`src/rtl/ps2_host_tx.sv`:
```
// ps2_host_tx: PS/2 host-to-device byte transmitter (inhibit, request-to-send, 11-clock frame, ACK check, timeout)
module ps2_host_tx #(
    parameter int INHIBIT_CYCLES = 2400,
    parameter int TIMEOUT_CYCLES = 48000
) (
    input  logic       clk_i,
    input  logic       res_n_i,
    input  logic [7:0] tx_data_i,
    input  logic       tx_valid_i,
    output logic       tx_ready_o,
    input  logic       ps2_clk_i,
    input  logic       ps2_dat_i,
    output logic       ps2_clk_oe_o,
    output logic       ps2_dat_oe_o,
    output logic       busy_o,
    output logic       done_o,
    output logic       err_o
);
    localparam int MAXC = (INHIBIT_CYCLES > TIMEOUT_CYCLES) ? INHIBIT_CYCLES : TIMEOUT_CYCLES;
    localparam int CW = $clog2(MAXC + 1);
    typedef enum logic [2:0] {S_IDLE, S_INHIBIT, S_REQ, S_SEND, S_ACK, S_WAIT} state_t;
    state_t r_state, w_next;
    logic r_clk_s1, r_clk_s2, r_clk_d, r_dat_s1, r_dat_s2;
    logic [CW-1:0] r_cnt;
    logic [3:0] r_bitn;
    logic [9:0] r_shift;
    logic r_dat_oe;
    logic w_fe, w_active, w_timeout, w_inh_done, w_send_fe;
    assign w_fe       = r_clk_d & ~r_clk_s2;
    assign w_active   = r_state inside {S_REQ, S_SEND, S_ACK, S_WAIT};
    assign w_timeout  = w_active && r_cnt == CW'(TIMEOUT_CYCLES);
    assign w_inh_done = r_state == S_INHIBIT && r_cnt == CW'(INHIBIT_CYCLES - 1);
    assign w_send_fe  = r_state == S_SEND && w_fe;
    always_ff @(posedge clk_i) begin
        if (!res_n_i) r_state <= S_IDLE;
        else r_state <= w_next;
    end
    always_comb begin
        w_next = r_state;
        if (w_timeout) w_next = S_IDLE;
        else
            case (r_state)
                S_IDLE:    w_next = tx_valid_i ? S_INHIBIT : S_IDLE;
                S_INHIBIT: w_next = w_inh_done ? S_REQ : S_INHIBIT;
                S_REQ:     w_next = S_SEND;
                S_SEND:    w_next = (w_fe && r_bitn == 4'd9) ? S_ACK : S_SEND;
                S_ACK:     w_next = w_fe ? (r_dat_s2 ? S_IDLE : S_WAIT) : S_ACK;
                S_WAIT:    w_next = (r_clk_s2 && r_dat_s2) ? S_IDLE : S_WAIT;
                default:   w_next = S_IDLE;
            endcase
    end
    always_comb begin
        tx_ready_o   = r_state == S_IDLE;
        busy_o       = r_state != S_IDLE;
        ps2_clk_oe_o = (r_state == S_INHIBIT || r_state == S_REQ) && !w_timeout;
        ps2_dat_oe_o = (r_state == S_REQ || (r_state == S_SEND && r_dat_oe)) && !w_timeout;
        err_o        = res_n_i && (w_timeout || (r_state == S_ACK && w_fe && r_dat_s2));
        done_o       = res_n_i && !w_timeout && r_state == S_WAIT && r_clk_s2 && r_dat_s2;
    end
    // frame shifts out LSB first; the stop slot is 1 so the line is released after parity
    always_ff @(posedge clk_i) begin
        if (!res_n_i) begin
            r_clk_s1 <= 1'b1;
            r_clk_s2 <= 1'b1;
            r_clk_d  <= 1'b1;
            r_dat_s1 <= 1'b1;
            r_dat_s2 <= 1'b1;
            r_cnt    <= '0;
            r_bitn   <= '0;
            r_shift  <= '0;
            r_dat_oe <= 1'b0;
        end else begin
            r_clk_s1 <= ps2_clk_i;
            r_clk_s2 <= r_clk_s1;
            r_clk_d  <= r_clk_s2;
            r_dat_s1 <= ps2_dat_i;
            r_dat_s2 <= r_dat_s1;
            r_shift  <= (r_state == S_IDLE && tx_valid_i) ? {1'b1, ~^tx_data_i, tx_data_i} :
                        w_send_fe ? {1'b1, r_shift[9:1]} : r_shift;
            r_dat_oe <= (r_state == S_REQ) ? 1'b1 : w_send_fe ? ~r_shift[0] : r_dat_oe;
            r_bitn   <= (r_state == S_REQ) ? 4'd0 : w_send_fe ? r_bitn + 4'd1 : r_bitn;
            r_cnt    <= (r_state == S_IDLE || w_inh_done || w_timeout || (w_active && w_fe)) ? '0 : r_cnt + CW'(1);
        end
    end
endmodule

```
`config.mk`:
```
export PLATFORM = sky130hd
export DESIGN_NAME = ps2_host_tx
export DESIGN_NICKNAME = d
export VERILOG_FILES = /design/src/rtl/ps2_host_tx.sv
export SDC_FILE = /design/constraint.sdc
export NUM_CORES = 1
export LEC_CHECK = 0
export BUFFER_PORTS_ARGS = -buffer_cell sky130_fd_sc_hd__buf_2
export CORE_UTILIZATION = 58
export CTS_CLUSTER_DIAMETER = 100
export CTS_CLUSTER_SIZE = 30
export DETAILED_ROUTE_END_ITERATION = 6
export HOLD_SLACK_MARGIN = 0.06
export PLACE_DENSITY = 0.8
export SLEW_MARGIN = 20
export SYNTH_ARGS = -nofsm -noshare
export SYNTH_HDL_FRONTEND = slang
export SYNTH_SLANG_ARGS = --single-unit
```
`constraint.sdc`:
```
create_clock -name clk_i -period 2.2 [get_ports clk_i]
set_input_delay 0.44 -clock clk_i [delete_from_list [all_inputs] [get_ports clk_i]]
set_output_delay 0.44 -clock clk_i [all_outputs]
set_load 0.1 [all_outputs]
```
Word level (Yosys, flattened, before mapping)
Index checks and enable logic that the tools add are counted.

Latch bits: 0. RAM bits: 0. Bits in read-only memories: 0. Flip-flop bits (word level): 39. Memories: 0.

Bitwise operators: 4. Multiply operators: 0. Reductions and logical operators: 33. Add/subtract/negate cells: 2. Divide/modulo/power cells: 0. Shift-type cells: 0. Order comparisons: 0. Mux-type cells: 11. Eq/ne operators: 8.

Operators by type and width (number): 10-bit two-way mux (2); 3-bit case mux with 6 select lines (1); 1-bit logical AND (17); 16-bit by 1-bit adder with 16-bit output, second input constant (1); 16-bit by 12-bit equality test with 1-bit output, second input constant (1); 16-bit equality test, second input constant (1); 3-bit two-way mux (4); 8-bit XNOR reduction (1); 3-bit by 2-bit equality test with 1-bit output, second input constant (2); 3-bit equality test, second input constant (2); 1-bit logical OR (6); 2-bit OR reduction (3); 4-bit by 1-bit adder with 4-bit output, second input constant (1); 4-bit equality test, second input constant (1); 2-bit nonzero test (2); 4-bit nonzero test (1); 3-bit by 1-bit equality test with 1-bit output, second input constant (1); 3-bit logical NOT (1); 1-bit two-way mux (3); 1-bit NOT (3); 3-bit nonzero test (1); 2-bit two-way mux (1); 1-bit AND (1); 1-bit logical NOT (1).

Longest topological paths before layout
Depth in word-level cells: 8. Mapped depth: 7. Depth with buffers taken out: 6.

Worst setup path after synthesis
No wires, ideal clock.

Path kind: flip-flop to output port. Start: register r_state[2]. End: output port busy_o. Required time: 1760 ps. Path buffers: 1. Cell stages (with the launch flop): 4. Arrival time: 3971 ps. Setup slack: -2211 ps. Cell sequence: dfxtp_1 > clkbuf_1 > nor3_1 > inv_1.

Word-level cells in the longest chain between the ends: 1.

Ends and longest elaborated chain: from (decl) (line 22) `state_t r_state, w_next;`; from (signal assigned) (line 36) `else r_state <= w_next;`; 3-bit nonzero test (line 54) `busy_o = r_state != S_IDLE;`; to (decl) (line 15) `output logic busy_o,`.

Every way passes these cells.

Worst setup path after layout
Start: register r_cnt[0]. End: output port err_o.

Word-level cells in the longest chain between the ends: 4.

Ends and longest elaborated chain: from (decl) (line 24) `logic [CW-1:0] r_cnt;`; from (signal assigned) (line 82) `r_cnt <= (r_state == S_IDLE || w_inh_done || w_timeout || (w_active && w_fe)) ? '0 : r_cnt + CW'(1);`; 16-bit equality test (line 31) `assign w_timeout = w_active && r_cnt == CW'(TIMEOUT_CYCLES);`; 1-bit logical AND (line 31); 1-bit logical OR (line 57) `err_o = res_n_i && (w_timeout || (r_state == S_ACK && w_fe && r_dat_s2));`; 1-bit logical AND (line 57); to (decl) (line 17) `output logic err_o`.

Every way passes these cells.

==> impl_metrics.ini <==
[outcome]
status = finished with violations
violations = setup timing

[drt]
drt-total-wl_um = 4480
vias_per_cell = 5.76
antenna_left = 0
num_vias = 1809
dr.pass1.iters = 4
drc = 0
drtIter0Drc = 154
wl_per_cell_um = 14.3

[power_and_ir_drop]
p_sw_mw = 0.365
seqPwrFrac_pct = 51.8
swShare_pct = 25.5
leakage_nw = 0.892
p_comb_share_pct = 12.7
clock_power_share_pct = 35.5
power_density_mw_per_mm2 = 577
p_int_mw = 1.06
peakVddDrop_v = 0.000542

[setup_path]
worstSetupPathType = register to output pin
start_kind = register
path_max_fanout = 3
required_ns = 1.76
cp-end-kind = output pin
worst_ep_arrival_time_ns = 2.09

[flow_run]
maxCapViolations = 0

[min_path]
holdCritPathClass = input port to register

[die]
die_y_um = 60.6
row_count = 20
die_area_mm2 = 0.00367
core_mm2 = 0.00315
initial_core_util_pct = 63.1
die_x_um = 60.6
io_pins = 19

[sta]
skew_ns = 0.0170
fin_crit_sh_pct = 115
setup_ws_ns = -0.330
worstMarginPinSlew_ns = 0.497
timing.fmax_mhz = 395
setup_viol = 4
hold_viol = 0
rsz0062_at_grt = true
fin_crit_ns = 2.53
max_slew_margin_pct = 66.8
slew_violations = 0

[global_route]
grt_max_degree = 20
grt_pass1_vias = 1605
antenna_found_initial = 0
grt_pass1_wl_um = 7520
grt_use_total_pct = 28.0
grt_overflow = 0

[placement]
place_area_mm2 = 0.00229
io_buffers = 18
gp_congestion = 0.872
hpwl_um = 3080
dp_cells = 304

[finish]
antennaDiodeCount = 0
drive_gt1_share_pct = 25.2
n_fill_cell = 221
syn2layout_area_growth_pct = 24.5
final_area_mm2 = 0.00248
post_layout_nonfiller_instances = 314
nets = 286

[clocking]
clock_path_buffers = 2
clockRootBuffer = clkbuf_4
path_clk_slew_ns = 0.12
ctsHoldBuffers = 0
clk_latency_ns = 0.35
cts_buffers = 5
cts_tree = done
cts_sinks = 39
cts-htree-levels = 2

[yosys]
synthArstFlopShare_pct = 0
syn-cell-area_mm2 = 0.00199
synth_top_flop_cell = dfxtp_1
yosysSeqAreaShare_pct = 39.2
synthCells = 232
yosys.cell_types.count = 45
avgSynthCellArea_um2 = 8.58
synth.top_cell.area_share_pct = 39.2
synth_edf_count = 0
yosys_register_bits = 39
synth_top_cells_by_count = 39 x dfxtp_1, 25 x nand2_1, 24 x nor2_1
yosys-top-cells-area = dfxtp_1 39%, xnor2_1 5.7%, nor3_1 5.0%
synth_most_common_cell = dfxtp_1
yosys_warnings = 0
synth_top_area_cell = dfxtp_1
syn-num-nets = 249
-- power by group through the flow --
stage               sequential (mW)  combinational (mW)  clock [mW]
floorplan                     0.755               0.131           0
global placement              0.756               0.170           0
detailed placement            0.756               0.173           0
CTS                           0.740               0.180       0.513
global route                  0.744               0.200       0.549
finish                        0.741               0.182       0.507
-- stage by stage --
| stage | setup WS, ns | hold WS [ns] | util (%) | setup TNS (ns) | power, mW |
|---|---|---|---|---|---|
| finish | -0.330 | 0.266 | 78.6 | -1.15 | 1.43 |
| global route | -0.430 | 0.244 | 78.6 | -1.52 | 1.49 |
| CTS | -0.349 | 0.267 | 77.1 | -1.18 | 1.43 |
| detailed placement | -0.0292 | 0.396 | 72.6 | -0.0690 | 0.929 |
| global placement | 0.00906 | 0.388 | 72.6 | 0 | 0.925 |
| floorplan | -0.294 | 0.386 | - | -0.294 | 0.887 |
-- cell type report --
cell class,instances,area [µm²],area share [%]
Inverter,8,30.0,1.21
Clock inverter,2,35.0,1.41
Tap cell,44,55.1,2.22
Clock buffer,6,51.3,2.07
Sequential cell,39,783,31.6
Timing Repair Buffer,40,328,13.2
Multi-Input combinational cell,175,1200,48.3
-- metal layers --
layer  up-vias  track usage (%)  part of all wire (%)
li1        899                -                     -
met1       854             39.7                    48
met2        52             42.7                    46
met3         4             6.40                   5.3
met4         0             8.44                  0.85
met5         -                0                     0
-- placed cells by master (no fill, tap or decap), types with 2 or more instances in the layout --
master    netlist  layout
dfxtp_1        39      37
nand2_1        25      25
nor2_1         24      21
buf_4           0      21
nor3_1         20      18
buf_2           3      14
xnor2_1        13      13
nand3_1        10      10
xor2_1          8       8
a311oi_1        8       8
nand2b_1        7       7
a211oi_1        6       6
inv_1           7       5
clkbuf_4        0       5
buf_12          0       5
a21oi_1         4       4
and3_1          3       3
nor2_4          0       3
o21ai_0         3       3
nor4_1          3       3
nand4_1         3       3
and2_1          3       3
o31ai_1         3       3
or4_1           3       3
ha_1            4       3
inv_2           0       2
nor3_4          0       2
nor2b_1         2       2
nor3b_1         2       2
dfxtp_2         0       2
-- cells by family (layout without fill, tap and decap cells) --
family          Yosys count  count (layout)  synth area share, %
simple gates            116             116                 30.6
flops                    39              39                 39.2
compound gates           33              33                 13.2
xor+xnor                 21              21                 9.24
buf+inv                  18              56                 4.71
fa+ha+maj                 5               5                 3.02
-- worst paths after layout --
path,startpoint,to,slack (ns),depth (start not counted)
worst max register to register,r_cnt[0],r_cnt[6],0.18,8
worst min-delay path,ps2_clk_i,r_clk_s1,0.27,2
worst min register to register,r_clk_s1,r_clk_s2,0.43,1
worst max-delay path,r_cnt[0],err_o,-0.33,8
-- flip-flops by register name (all words and copies together), names as in the netlist --
name	cells
r_shift	10
r_clk_d	1
r_clk_s2	1
r_dat_oe	1
r_dat_s1	1
r_cnt	16
r_state	3
r_clk_s1	1
r_dat_s2	1
r_bitn	4
-- worst max-delay path: stages (launching register included) --
cell       delay, ns
dfxtp_2         0.34
inv_2           0.06
ha_4            0.12
nand4bb_1       0.09
or4_4           0.52
nor3_4          0.17
buf_12          0.15
o21a_4          0.13
buf_12          0.17
-- timing repair --
| action | in CTS | in global routing |
|---|---|---|
| cloned | 0 | 0 |
| pin swaps | 0 | 3 |
| setup endpoints to repair | 4 | 4 |
| setup buffers | 1 | 1 |
| gates resized for setup | 10 | 10 |
(Power assumes the default switching activity.)
